[config.mk]
export PLATFORM = sky130hd
export DESIGN_NAME = frv_rng_lfsr
export DESIGN_NICKNAME = d
export VERILOG_FILES = /design/src/rtl/frv_rng_lfsr.sv
export SDC_FILE = /design/constraint.sdc
export NUM_CORES = 1
export LEC_CHECK = 0
export BUFFER_PORTS_ARGS = -buffer_cell sky130_fd_sc_hd__buf_2
export CAP_MARGIN = 20
export CORE_UTILIZATION = 58
export DETAILED_ROUTE_END_ITERATION = 7
export PLACE_DENSITY = 0.79
export SKIP_CTS_REPAIR_TIMING = 1
export SYNTH_ARGS = -nofsm -noshare
export SYNTH_HDL_FRONTEND = slang
export SYNTH_SLANG_ARGS = --single-unit
[constraint.sdc]
create_clock -name g_clk -period 2.83 [get_ports g_clk]
set_input_delay 0.7075 -clock g_clk [delete_from_list [all_inputs] [get_ports g_clk]]
set_output_delay 0.7075 -clock g_clk [all_outputs]
set_load 0.05 [all_outputs]
[src/rtl/frv_rng_lfsr.sv]
// Request/response random number source: 32-bit Galois LFSR pool with seed/health tracking.
// One outstanding request; the op executes as the response is registered.
module frv_rng_lfsr #(
    parameter int unsigned SEED_THRESH  = 4,
    parameter int unsigned SAMPLE_LIMIT = 256,
    parameter int unsigned LATENCY      = 2
) (
    input  logic        g_clk,
    input  logic        g_reset,
    input  logic        rng_req_valid,
    input  logic [2:0]  rng_req_op,
    input  logic [31:0] rng_req_data,
    output logic        rng_req_ready,
    output logic        rng_rsp_valid,
    output logic [2:0]  rng_rsp_status,
    output logic [31:0] rng_rsp_data,
    input  logic        rng_rsp_ready
);

    localparam int unsigned LFSR_W = 32;
    localparam int unsigned CNT_W  = 4;
    localparam int unsigned SAMP_W = 16;
    localparam int unsigned STAT_W = 3;
    localparam int unsigned OP_W   = 3;

    localparam logic [LFSR_W-1:0] TAPS      = 32'h8020_0003;
    localparam logic [LFSR_W-1:0] POOL_INIT = 32'h0000_0001;

    localparam logic [STAT_W-1:0] ST_NO_INIT   = 3'd0;
    localparam logic [STAT_W-1:0] ST_UNHEALTHY = 3'd1;
    localparam logic [STAT_W-1:0] ST_HEALTHY   = 3'd2;

    localparam logic [OP_W-1:0] OP_SEED = 3'b001;
    localparam logic [OP_W-1:0] OP_SAMP = 3'b010;

    localparam logic [CNT_W-1:0]  SEED_MAX  = CNT_W'(SEED_THRESH);
    localparam logic [SAMP_W-1:0] SAMP_MAX  = SAMP_W'(SAMPLE_LIMIT);
    localparam logic [CNT_W-1:0]  LAT_LAST  = (LATENCY == 0) ? '0 : CNT_W'(LATENCY - 1);
    localparam bit                ZERO_LAT  = (LATENCY == 0);

    typedef enum logic [1:0] {
        S_IDLE = 2'd0,
        S_BUSY = 2'd1,
        S_RSP  = 2'd2
    } state_e;

    state_e              state_q;
    logic [CNT_W-1:0]    lat_cnt_q;
    logic [OP_W-1:0]     op_q;
    logic [LFSR_W-1:0]   data_q;
    logic [LFSR_W-1:0]   lfsr_q;
    logic [CNT_W-1:0]    seed_cnt_q;
    logic [SAMP_W-1:0]   samp_cnt_q;
    logic [STAT_W-1:0]   status_q;

    logic [LFSR_W-1:0]   lfsr_d;
    logic [CNT_W-1:0]    seed_cnt_d;
    logic [SAMP_W-1:0]   samp_cnt_d;
    logic [STAT_W-1:0]   status_d;
    logic [STAT_W-1:0]   rsp_status_d;
    logic [LFSR_W-1:0]   rsp_data_d;

    logic [OP_W-1:0]     exec_op;
    logic [LFSR_W-1:0]   exec_data;
    logic                exec_en;
    logic [LFSR_W-1:0]   lfsr_step;
    logic [LFSR_W-1:0]   seed_mix;
    logic [CNT_W-1:0]    seed_cnt_inc;
    logic [SAMP_W-1:0]   samp_cnt_inc;

    // With zero latency the op executes straight from the request inputs.
    always_comb begin
        exec_op   = (state_q == S_IDLE) ? rng_req_op   : op_q;
        exec_data = (state_q == S_IDLE) ? rng_req_data : data_q;
        exec_en   = (ZERO_LAT && (state_q == S_IDLE) && rng_req_valid) ||
                    ((state_q == S_BUSY) && (lat_cnt_q == LAT_LAST));
    end

    always_comb begin
        lfsr_step    = (lfsr_q >> 1) ^ (lfsr_q[0] ? TAPS : '0);
        seed_mix     = lfsr_q ^ exec_data;
        seed_cnt_inc = (seed_cnt_q >= SEED_MAX) ? seed_cnt_q : seed_cnt_q + CNT_W'(1);
        samp_cnt_inc = samp_cnt_q + SAMP_W'(1);

        lfsr_d       = lfsr_q;
        seed_cnt_d   = seed_cnt_q;
        samp_cnt_d   = samp_cnt_q;
        status_d     = status_q;
        rsp_status_d = status_q;
        rsp_data_d   = '0;

        case (exec_op)
            OP_SEED: begin
                lfsr_d     = (seed_mix == '0) ? POOL_INIT : seed_mix;
                seed_cnt_d = seed_cnt_inc;
                if (seed_cnt_inc == SEED_MAX) begin
                    status_d   = ST_HEALTHY;
                    samp_cnt_d = '0;
                end
                rsp_status_d = status_d;
            end
            OP_SAMP: begin
                // Status is reported pre-update so valid data always carries HEALTHY.
                if (status_q == ST_HEALTHY) begin
                    rsp_data_d   = lfsr_q;
                    rsp_status_d = ST_HEALTHY;
                    lfsr_d       = lfsr_step;
                    samp_cnt_d   = samp_cnt_inc;
                    if (samp_cnt_inc == SAMP_MAX) begin
                        status_d   = ST_UNHEALTHY;
                        seed_cnt_d = '0;
                    end
                end
            end
            default: begin
            end
        endcase
    end

    always_ff @(posedge g_clk) begin
        if (g_reset) begin
            state_q        <= S_IDLE;
            lat_cnt_q      <= '0;
            op_q           <= '0;
            data_q         <= '0;
            lfsr_q         <= POOL_INIT;
            seed_cnt_q     <= '0;
            samp_cnt_q     <= '0;
            status_q       <= ST_NO_INIT;
            rng_req_ready  <= 1'b1;
            rng_rsp_valid  <= 1'b0;
            rng_rsp_status <= ST_NO_INIT;
            rng_rsp_data   <= '0;
        end else begin
            if (exec_en) begin
                lfsr_q         <= lfsr_d;
                seed_cnt_q     <= seed_cnt_d;
                samp_cnt_q     <= samp_cnt_d;
                status_q       <= status_d;
                rng_rsp_status <= rsp_status_d;
                rng_rsp_data   <= rsp_data_d;
                rng_rsp_valid  <= 1'b1;
            end

            case (state_q)
                S_IDLE: begin
                    if (rng_req_valid) begin
                        op_q          <= rng_req_op;
                        data_q        <= rng_req_data;
                        lat_cnt_q     <= '0;
                        rng_req_ready <= 1'b0;
                        state_q       <= ZERO_LAT ? S_RSP : S_BUSY;
                    end
                end
                S_BUSY: begin
                    if (lat_cnt_q == LAT_LAST) begin
                        state_q <= S_RSP;
                    end else begin
                        lat_cnt_q <= lat_cnt_q + CNT_W'(1);
                    end
                end
                S_RSP: begin
                    if (rng_rsp_ready) begin
                        rng_rsp_valid <= 1'b0;
                        rng_req_ready <= 1'b1;
                        state_q       <= S_IDLE;
                    end
                end
                default: begin
                    state_q <= S_IDLE;
                end
            endcase
        end
    end

endmodule

==> reports/results.ini, run 1 <==
[outcome]
status = finished clean

[floorplanning]
num_rows = 37
fp.dieArea_sq_um = 11400
die_h_microns = 107
start_util_pct = 60.7
boundaryPins = 76
core_sq_um = 10500
die_w_microns = 107

[finish]
finalNonFillerCells = 972
fin_nets = 869
n_fill_cell = 781
multi_input_area_sq_um = 3430
syn2layout_area_growth_pct = 16.0
drive_gt1_share_pct = 16.0
regArea_sq_um = 2660
num_antenna_cells = 0

[setup_path]
crit_arrival_ns = 3.00
regToRegSetupSlack_ns = 0.21
crit_chain = ha_1 > nand3_1 > nor4_1 > xnor2_1 > o211ai_1 > nor4_2 > o21ai_0
crit_path_end_kind = flip-flop
reg2reg_from = samp_cnt_q[0]
path_class = reg2reg
r2r_end = seed_cnt_q[2]
crit_slowest_cell = nor4_2
critPathBufInv = 0
required_ns = 3.21
path_delay_family = simple AND/OR/NAND/NOR gates
critPathMaxStageDelay_ns = 0.54
r2r_cells = 7
critPathMaxFanout = 7
cp-start-kind = flip-flop

[timing]
slew_viol_final = 0
tns_ns = 0
fin_worst_skew_ns = 0.00826
fmax_mhz = 382
rsz0062_at_grt = no
fin_crit_ns = 2.62
tightest_slew_ns = 0.777
slew_headroom_pct = 48.0
finalSetupViolations = 0
post-route-period-util_pct = 92.4
hold_violations = 0

[grt]
grt-ovfl-total = 0
grt_pass1_vias = 5594
grt_pass1_wl_microns = 27400
grt_antenna_before_repair = 0
grt_max_degree = 51
grt_usage_pct = 30.7

[synthesis]
synth_nets = 819
ys_ff_latch = 133
synthArstFlopShare_pct = 0
synthCells = 775
syn_area_per_cell_sq_um = 8.23
synth.yosys.warnings = 0
syn_area_sq_um = 6380
synth-seq-area-share_pct = 41.7
ys_types = 58
synth_edf_count = 0
synthFlopType = dfxtp_1

[detailed_routing]
post-route-drc-count = 0
viasPerCell = 6.23
antenna_left = 0
wl_per_cell_microns = 17.5
first_pass_iters = 5
first_iter_violations = 547
drt_wl_total_microns = 17000
vias = 6051

[cts]
cts.sinks = 133
cts_max_path_buffers = 2
clk_latency_ns = 0.53
cts_made_buffers = 17
cts_tree = yes
htreeDepth = 4
path_clk_slew_ns = 0.06
cts-root-buf = clkbuf_8

[worst_hold_path]
hold_path_end = data_q[8]
worstHoldStart = rng_req_data[8]
min_path_type = in2reg
min_path_cells = 3

[placement]
dp.cells = 942
routabilityCongestion = 0.869
port_buffers = 75
hpwl_microns = 11400

[power]
leakagePower_uw = 0.00283
ir_worst_vdd_mv = 0.461
pwr_density_cell_nw_per_um2 = 631

[job]
drv_cap = 0

-- through the flow --
stage / setup slack (ns) / area [sq um] / power [uW] / utilization [%] / hold slack, ns
global placement: 0.221 / 6800 / 2430 / 64.7 / 0.439
detailed placement: 0.161 / 6800 / 2450 / 64.7 / 0.444
floorplan: 0.580 / 6380 / 2310 / - / 0.436
CTS: 0.281 / 7400 / 4680 / 70.4 / 0.415
global route: 0.0723 / 7400 / 4810 / 70.4 / 0.421
finish: 0.214 / 7400 / 4670 / 70.4 / 0.420
-- metal layers --
layer | vias to the layer above | global-route usage, % | routed length [microns]
met1 | 2892 | 40.6 | 7510
li1 | 2847 | - | -
met3 | 38 | 7.48 | 1360
met5 | - | 0 | 0
met4 | 0 | 13.0 | 374
met2 | 274 | 47.8 | 7800
-- where the power goes --
part / leakage, uW / switching, uW / internal, uW
clock network: 0.000283 / 829 / 1420
registers: 0.00108 / 31.2 / 1920
logic: 0.00147 / 306 / 169
-- worst reg2reg max path, cell delays in order, from the launching register on --
cell and delay (ns):
dfxtp_1 0.46, ha_1 0.31, nand3_1 0.23, nor4_1 0.39, xnor2_1 0.19, o211ai_1 0.15, nor4_2 0.54, o21ai_0 0.20
-- how the worst max path moves through the flow --
stage | from | to | slack, ns | depth (start not counted)
finish | samp_cnt_q[0] | seed_cnt_q[2] | 0.21 | 7
global placement | rng_req_op[2] | status_q[2] | 0.22 | 6
detailed placement | rng_req_op[2] | status_q[2] | 0.16 | 6
floorplan | rng_req_op[2] | samp_cnt_q[15] | 0.58 | 7
CTS | samp_cnt_q[0] | seed_cnt_q[2] | 0.28 | 7
global route | samp_cnt_q[0] | seed_cnt_q[2] | 0.07 | 6
-- layout by cell type, fill, tap and decap left out, types with 5 or more instances in the layout --
master and n:
nand2_1 145, dfxtp_1 133, nor2_1 83, buf_2 74, a21oi_1 59, xnor2_1 35, a22oi_1 34, mux2i_1 33
a311oi_1 25, nor3_1 21, o21ai_0 21, nand3_1 18, clkbuf_16 16, buf_4 15, xor2_1 10, nor4_1 7
nand4_1 7, a211oi_1 7, and3_1 6, nand2b_1 5, a31oi_1 5, ha_1 5
-- sequential cells by signal, indices dropped and copies added, names as in the netlist --
name and cells:
lat_cnt_q 4, rng_rsp_status 3, status_q 3, samp_cnt_q 16, rng_req_ready 1, seed_cnt_q 4
data_q 32, op_q 3, rng_rsp_data 32, rng_rsp_valid 1, state_q 2, lfsr_q 32
-- cells in the mapped netlist, types with 4 or more instances --
cell | instances | area share (%)
o211ai_1 | 4 | 0.47
dfxtp_1 | 133 | 42
xor2_1 | 10 | 1.4
a211oi_1 | 7 | 0.82
mux2i_1 | 33 | 5.2
a22oi_1 | 34 | 4.0
a311oi_1 | 25 | 3.4
and3_1 | 6 | 0.59
nand2_1 | 145 | 8.5
nand4_1 | 7 | 0.69
buf_2 | 20 | 1.6
xnor2_1 | 35 | 4.8
nand3_1 | 18 | 1.4
nor2_1 | 83 | 4.9
o21ai_0 | 21 | 1.6
nor3b_1 | 4 | 0.47
nor3_1 | 21 | 1.6
ha_1 | 5 | 0.98
nand2b_1 | 5 | 0.49
a31oi_1 | 5 | 0.49
a21oi_1 | 59 | 4.6
nor4_1 | 7 | 0.69
clkbuf_1 | 34 | 2.0
inv_1 | 4 | 0.24
-- final cells by class --
class                           count  share of cell area (%)
Sequential cell                   133                    36.0
Tap cell                          136                    2.30
Clock buffer                       18                    5.64
Timing Repair Buffer               91                    7.06
Clock inverter                     12                    2.47
Multi-Input combinational cell    578                    46.4
Inverter                            4                   0.203
-- logic make-up after synthesis --
family	Yosys count	share of synthesized area (%)
xor+xnor	45	6.18
simple gates	314	22.0
fa+ha+maj	5	0.981
flops	133	41.7
mux	33	5.18
buf+inv	64	4.47
compound gates	181	19.4
Note: power is estimated with default switching activity, not from simulation.
==> run 2: changes to the inputs <==
REMOVE_ABC_BUFFERS = 1   (was unset)
==> reports/results.ini, run 2 (synthesis results as in run 1) <==
[outcome]
status = finished clean

[timing]
hold_violations = 0  ; unchanged
rsz0062_at_grt = no
finalSetupViolations = 0  ; unchanged
fmax_mhz = 402  ; +5.3%
fin_worst_skew_ns = 0.00988  ; +0.00162 ns
post-route-period-util_pct = 87.8  ; -4.6 points
fin_hold_ws_ns = 0.415  ; -0.00523 ns
fin_crit_ns = 2.48  ; -0.131 ns
slew_headroom_pct = 58.5  ; +11 points
tightest_slew_ns = 0.617  ; -0.160 ns
slew_viol_final = 0  ; unchanged

[detailed_routing]
first_iter_violations = 511  ; -6.6%
antenna_left = 0  ; unchanged
first_pass_iters = 5  ; unchanged
viasPerCell = 6.09  ; -2.2%
drt_wl_total_microns = 16400  ; -4.0%
vias = 5936  ; -1.9%
post-route-drc-count = 0  ; unchanged
wl_per_cell_microns = 16.8  ; -4.2%

[finish]
finalCoreUtilization_pct = 70.6  ; +0.14 points
fin_nets = 870  ; +0.12%
final_common_cell = nand2_1
drive_gt1_share_pct = 16.4  ; +0.42 points
num_antenna_cells = 0  ; unchanged
top_regs = data_q: 32 flops, lfsr_q: 32 flops, rng_rsp_data: 32 flops
n_fill_cell = 797  ; +2.0%
final_cell_mix = 145 x nand2_1, 133 x dfxtp_1, 83 x nor2_1
finalNonFillerCells = 975  ; +0.31%
syn2layout_area_growth_pct = 16.3

[placement]
port_buffers = 75  ; unchanged
routabilityCongestion = 0.921  ; +6.0%
dp.cells = 943  ; +0.11%
hpwl_microns = 10700  ; -6.2%

[floorplanning]
boundaryPins = 76  ; unchanged
die_w_microns = 107  ; unchanged
start_util_pct = 60.7  ; unchanged
num_rows = 37  ; unchanged
core_sq_um = 10500  ; unchanged
fp.dieArea_sq_um = 11400  ; unchanged
die_h_microns = 107  ; unchanged

[grt]
grt_usage_pct = 29.8  ; -0.86 points
grt_max_degree = 109  ; +110%
grt_pass1_vias = 5559  ; -0.63%
grt_antenna_before_repair = 0  ; unchanged
grt_pass1_wl_microns = 26800  ; -2.3%
grt-ovfl-total = 0  ; unchanged

[cts]
cts_tree = yes
clk_latency_ns = 0.54  ; about the same
cts-root-buf = clkbuf_8
cts.sinks = 133  ; unchanged
cts_max_path_buffers = 2  ; unchanged
cts_made_buffers = 17  ; unchanged
htreeDepth = 4  ; unchanged
path_clk_slew_ns = 0.06  ; about the same

[setup_path]
required_ns = 3.22  ; about the same
crit_path_end_kind = flip-flop
path_class = reg2reg
crit_arrival_ns = 2.88  ; -0.12 ns
cp-start-kind = flip-flop
crit_start = samp_cnt_q[0]
critPathMaxFanout = 7  ; unchanged
reg2reg_from = samp_cnt_q[0]

[job]
drv_cap = 0  ; unchanged

[power]
pwr_density_cell_nw_per_um2 = 630  ; -0.22%
ir_worst_vdd_mv = 0.475  ; +3.0%
leakagePower_uw = 0.00285  ; +0.68%
power_uw = 4670  ; about the same

[worst_hold_path]
min_path_type = in2reg
worstHoldStart = rng_req_data[8]

run 2: worst max-delay path, cell delays in order, from the launching register on:
cell and delay [ns]:
dfxtp_1 0.43, ha_1 0.29, nand3_1 0.22, nor4_1 0.39, xnor2_1 0.19, o211ai_1 0.13, nor4_2 0.48, o21ai_0 0.20
run 2: path summary, 6_finish.rpt:
kind                  endpoint  slack (ns)  cells after the start
max                status_q[1]        0.35                      7
max reg2reg        status_q[1]        0.35                      7
min                  data_q[8]        0.41                      3
min reg2reg  rng_rsp_status[0]        0.45                      2
run 2: routing by layer:
layer | vias to the layer above | track usage [%] | share of wire [%]
met3 | 40 | 7.36 | 6.3
met4 | 0 | 13.2 | 2.8
met2 | 224 | 49.2 | 49
met1 | 2832 | 36.9 | 42
li1 | 2840 | - | -
met5 | - | 0 | 0
run 2: through the flow:
step,TNS (ns),worst slack (ns),area [sq um]
final,0,0.345,7420
after global placement,0,0.352,6810
after CTS,0,0.353,7420
after global routing,0,0.0742,7420
after detailed placement,0,0.223,6810
after floorplan,-47.85,-0.840,6110
run 2: cell type report:
type | count | area [sq um] | share of cell area [%]
tap | 136 | 170 | 2.29
timing repair buffer | 92 | 531 | 7.15
clock buffer | 17 | 414 | 5.58
inverter | 4 | 15.0 | 0.202
sequential | 133 | 2660 | 35.9
multi-input combinational | 578 | 3430 | 46.3
clock inverter | 15 | 194 | 2.61
run 2: report_power, final:
| group | internal (uW) | switching (uW) | leakage [uW] |
|---|---|---|---|
| combinational | 169 | 294 | 0.00148 |
| sequential | 1910 | 29.8 | 0.00108 |
| clock | 1370 | 897 | 0.000294 |
==> run 3: changes to the inputs <==
CORE_UTILIZATION = 50   (was 58)
PLACE_DENSITY = 0.7   (was 0.79)
SKIP_LAST_GASP = 1   (was unset)
==> reports/results.ini, run 3 (synthesis results as in run 1) <==
[finish]
drive_gt1_share_pct = 16.3  ; -0.10 points
final_common_cell = nand2_1
final_cell_mix = 145 x nand2_1, 133 x dfxtp_1, 83 x nor2_1
num_antenna_cells = 0  ; unchanged
top_regs = data_q: 32 flops, lfsr_q: 32 flops, rng_rsp_data: 32 flops
syn2layout_area_growth_pct = 16.9
n_fill_cell = 1125  ; +41%
finalNonFillerCells = 1006  ; +3.2%
multi_input_area_sq_um = 3450  ; +0.40%
regArea_sq_um = 2660  ; unchanged
fin_nets = 869  ; -0.11%

[cts]
cts_tree = yes
cts-root-buf = clkbuf_16
clk_latency_ns = 0.43  ; -0.11 ns
path_clk_slew_ns = 0.06  ; about the same
cts_max_path_buffers = 2  ; unchanged
cts.sinks = 133  ; unchanged
cts_made_buffers = 17  ; unchanged
htreeDepth = 4  ; unchanged

[job]
drv_cap = 0  ; unchanged

[placement]
hpwl_microns = 11300  ; +5.6%
port_buffers = 75  ; unchanged
routabilityCongestion = 0.868  ; -5.8%
dp.cells = 974  ; +3.3%

[setup_path]
cp-start-kind = flip-flop
crit_arrival_ns = 2.76  ; -0.12 ns
worstSetupEndpoint = status_q[1]
critPathMaxFanout = 9  ; +2
required_ns = 3.12  ; -0.10 ns
regToRegSetupSlack_ns = 0.36  ; about the same
reg2reg_from = samp_cnt_q[3]
path_class = reg2reg
r2r_end = status_q[1]
r2r_cells = 6  ; -1
crit_start = samp_cnt_q[3]
crit_path_end_kind = flip-flop

[grt]
grt_usage_pct = 27.0  ; -2.9 points
grt-ovfl-total = 0  ; unchanged
grt_antenna_before_repair = 0  ; unchanged
grt_pass1_wl_microns = 27700  ; +3.5%
grt_max_degree = 56  ; -49%
grt_pass1_vias = 5588  ; +0.52%

[floorplanning]
die_w_microns = 115  ; +7.6%
start_util_pct = 52.2  ; -8.5 points
boundaryPins = 76  ; unchanged
fp.dieArea_sq_um = 13200  ; +16%
core_sq_um = 12200  ; +16%
die_h_microns = 115  ; +7.6%
num_rows = 40  ; +8.1%

[timing]
fmax_mhz = 404  ; +0.46%
hold_violations = 0  ; unchanged
fin_crit_ns = 2.47  ; -0.0114 ns
tns_ns = 0  ; unchanged
fin_worst_skew_ns = 0.00700  ; -0.00289 ns
slew_viol_final = 0  ; unchanged
rsz0062_at_grt = no
tightest_slew_ns = 0.654  ; +0.0374 ns
post-route-period-util_pct = 87.4  ; -0.40 points
slew_headroom_pct = 55.2  ; -3.3 points
finalSetupViolations = 0  ; unchanged

[power]
power_uw = 4600  ; -1.5%
ir_worst_vdd_mv = 0.539  ; +13%
leakagePower_uw = 0.00284  ; -0.31%
pwr_density_cell_nw_per_um2 = 617  ; -2.1%

[worst_hold_path]
min_path_type = reg2reg

[detailed_routing]
route.met3.wl_microns = 938  ; -9.4%
wl_per_cell_microns = 16.5  ; -1.5%
met2WireLength_microns = 7860  ; -1.2%
drt-met1-wl_microns = 7460  ; +7.7%
first_iter_violations = 419  ; -18%
first_pass_iters = 5  ; unchanged
top_layer_used = met4
viasPerCell = 5.79  ; -4.9%
antenna_left = 0  ; unchanged
vias = 5823  ; -1.9%
post-route-drc-count = 0  ; unchanged
drt_wl_total_microns = 16600  ; +1.6%

[outcome]
status = finished clean

==> run 3: cell count changes in the layout (fill, tap and decap cells not counted), moves of 2 or more <==
cell,previous run,this run
buf_4,16,14
clkinv_2,1,3
inv_6,5,3
inv_8,2,0
==> run 3: worst max-delay path, stage by stage, from the launching register on <==
cell	delay, ns
dfxtp_1	0.48
and4_1	0.29
nand2_1	0.17
nor4_2	0.49
xor2_1	0.19
nor4_4	0.53
o21ai_0	0.17
==> run 3: final cells by class <==
type | count | area share [%]
inverter | 4 | 0.201
tap | 168 | 2.82
multi-input combinational | 578 | 46.2
sequential | 133 | 35.7
timing repair buffer | 91 | 7.18
clock buffer | 18 | 5.89
clock inverter | 14 | 2.01
==> run 3: per-stage QoR <==
stage          utilization [%]  hold WS, ns  area, sq um  setup slack [ns]
2_1_floorplan                -        0.430         6110            -0.840
3_3_place_gp              56.2        0.441         6860             0.216
3_5_place_dp              56.2        0.446         6860             0.198
4_1_cts                   61.0        0.454         7450             0.253
5_1_grt                   61.1        0.469         7460             0.201
6_report                  61.1        0.453         7460             0.357
==> run 3: how the worst min path moves through the flow <==
stage / start / to / slack [ns] / cells past startpoint
2_1_floorplan: data_q[0] / data_q[0] / 0.43 / 2
3_3_place_gp: data_q[2] / data_q[2] / 0.44 / 2
3_5_place_dp: data_q[18] / data_q[18] / 0.45 / 2
4_1_cts: data_q[18] / data_q[18] / 0.45 / 2
5_1_grt: data_q[14] / data_q[14] / 0.47 / 2
6_report: data_q[14] / data_q[14] / 0.45 / 2
==> run 3: where the power goes <==
part / total, uW / switching [uW] / internal, uW
logic: 470 / 298 / 172
clock network: 2190 / 862 / 1320
registers: 1950 / 29.8 / 1920
total: 4600 / 1190 / 3410
==> run 3: metal layers <==
metal | global-route usage, % | up-vias
met5 | 0 | -
met4 | 9.87 | 0
met3 | 7.01 | 26
met2 | 44.1 | 185
met1 | 34.3 | 2768
li1 | - | 2844
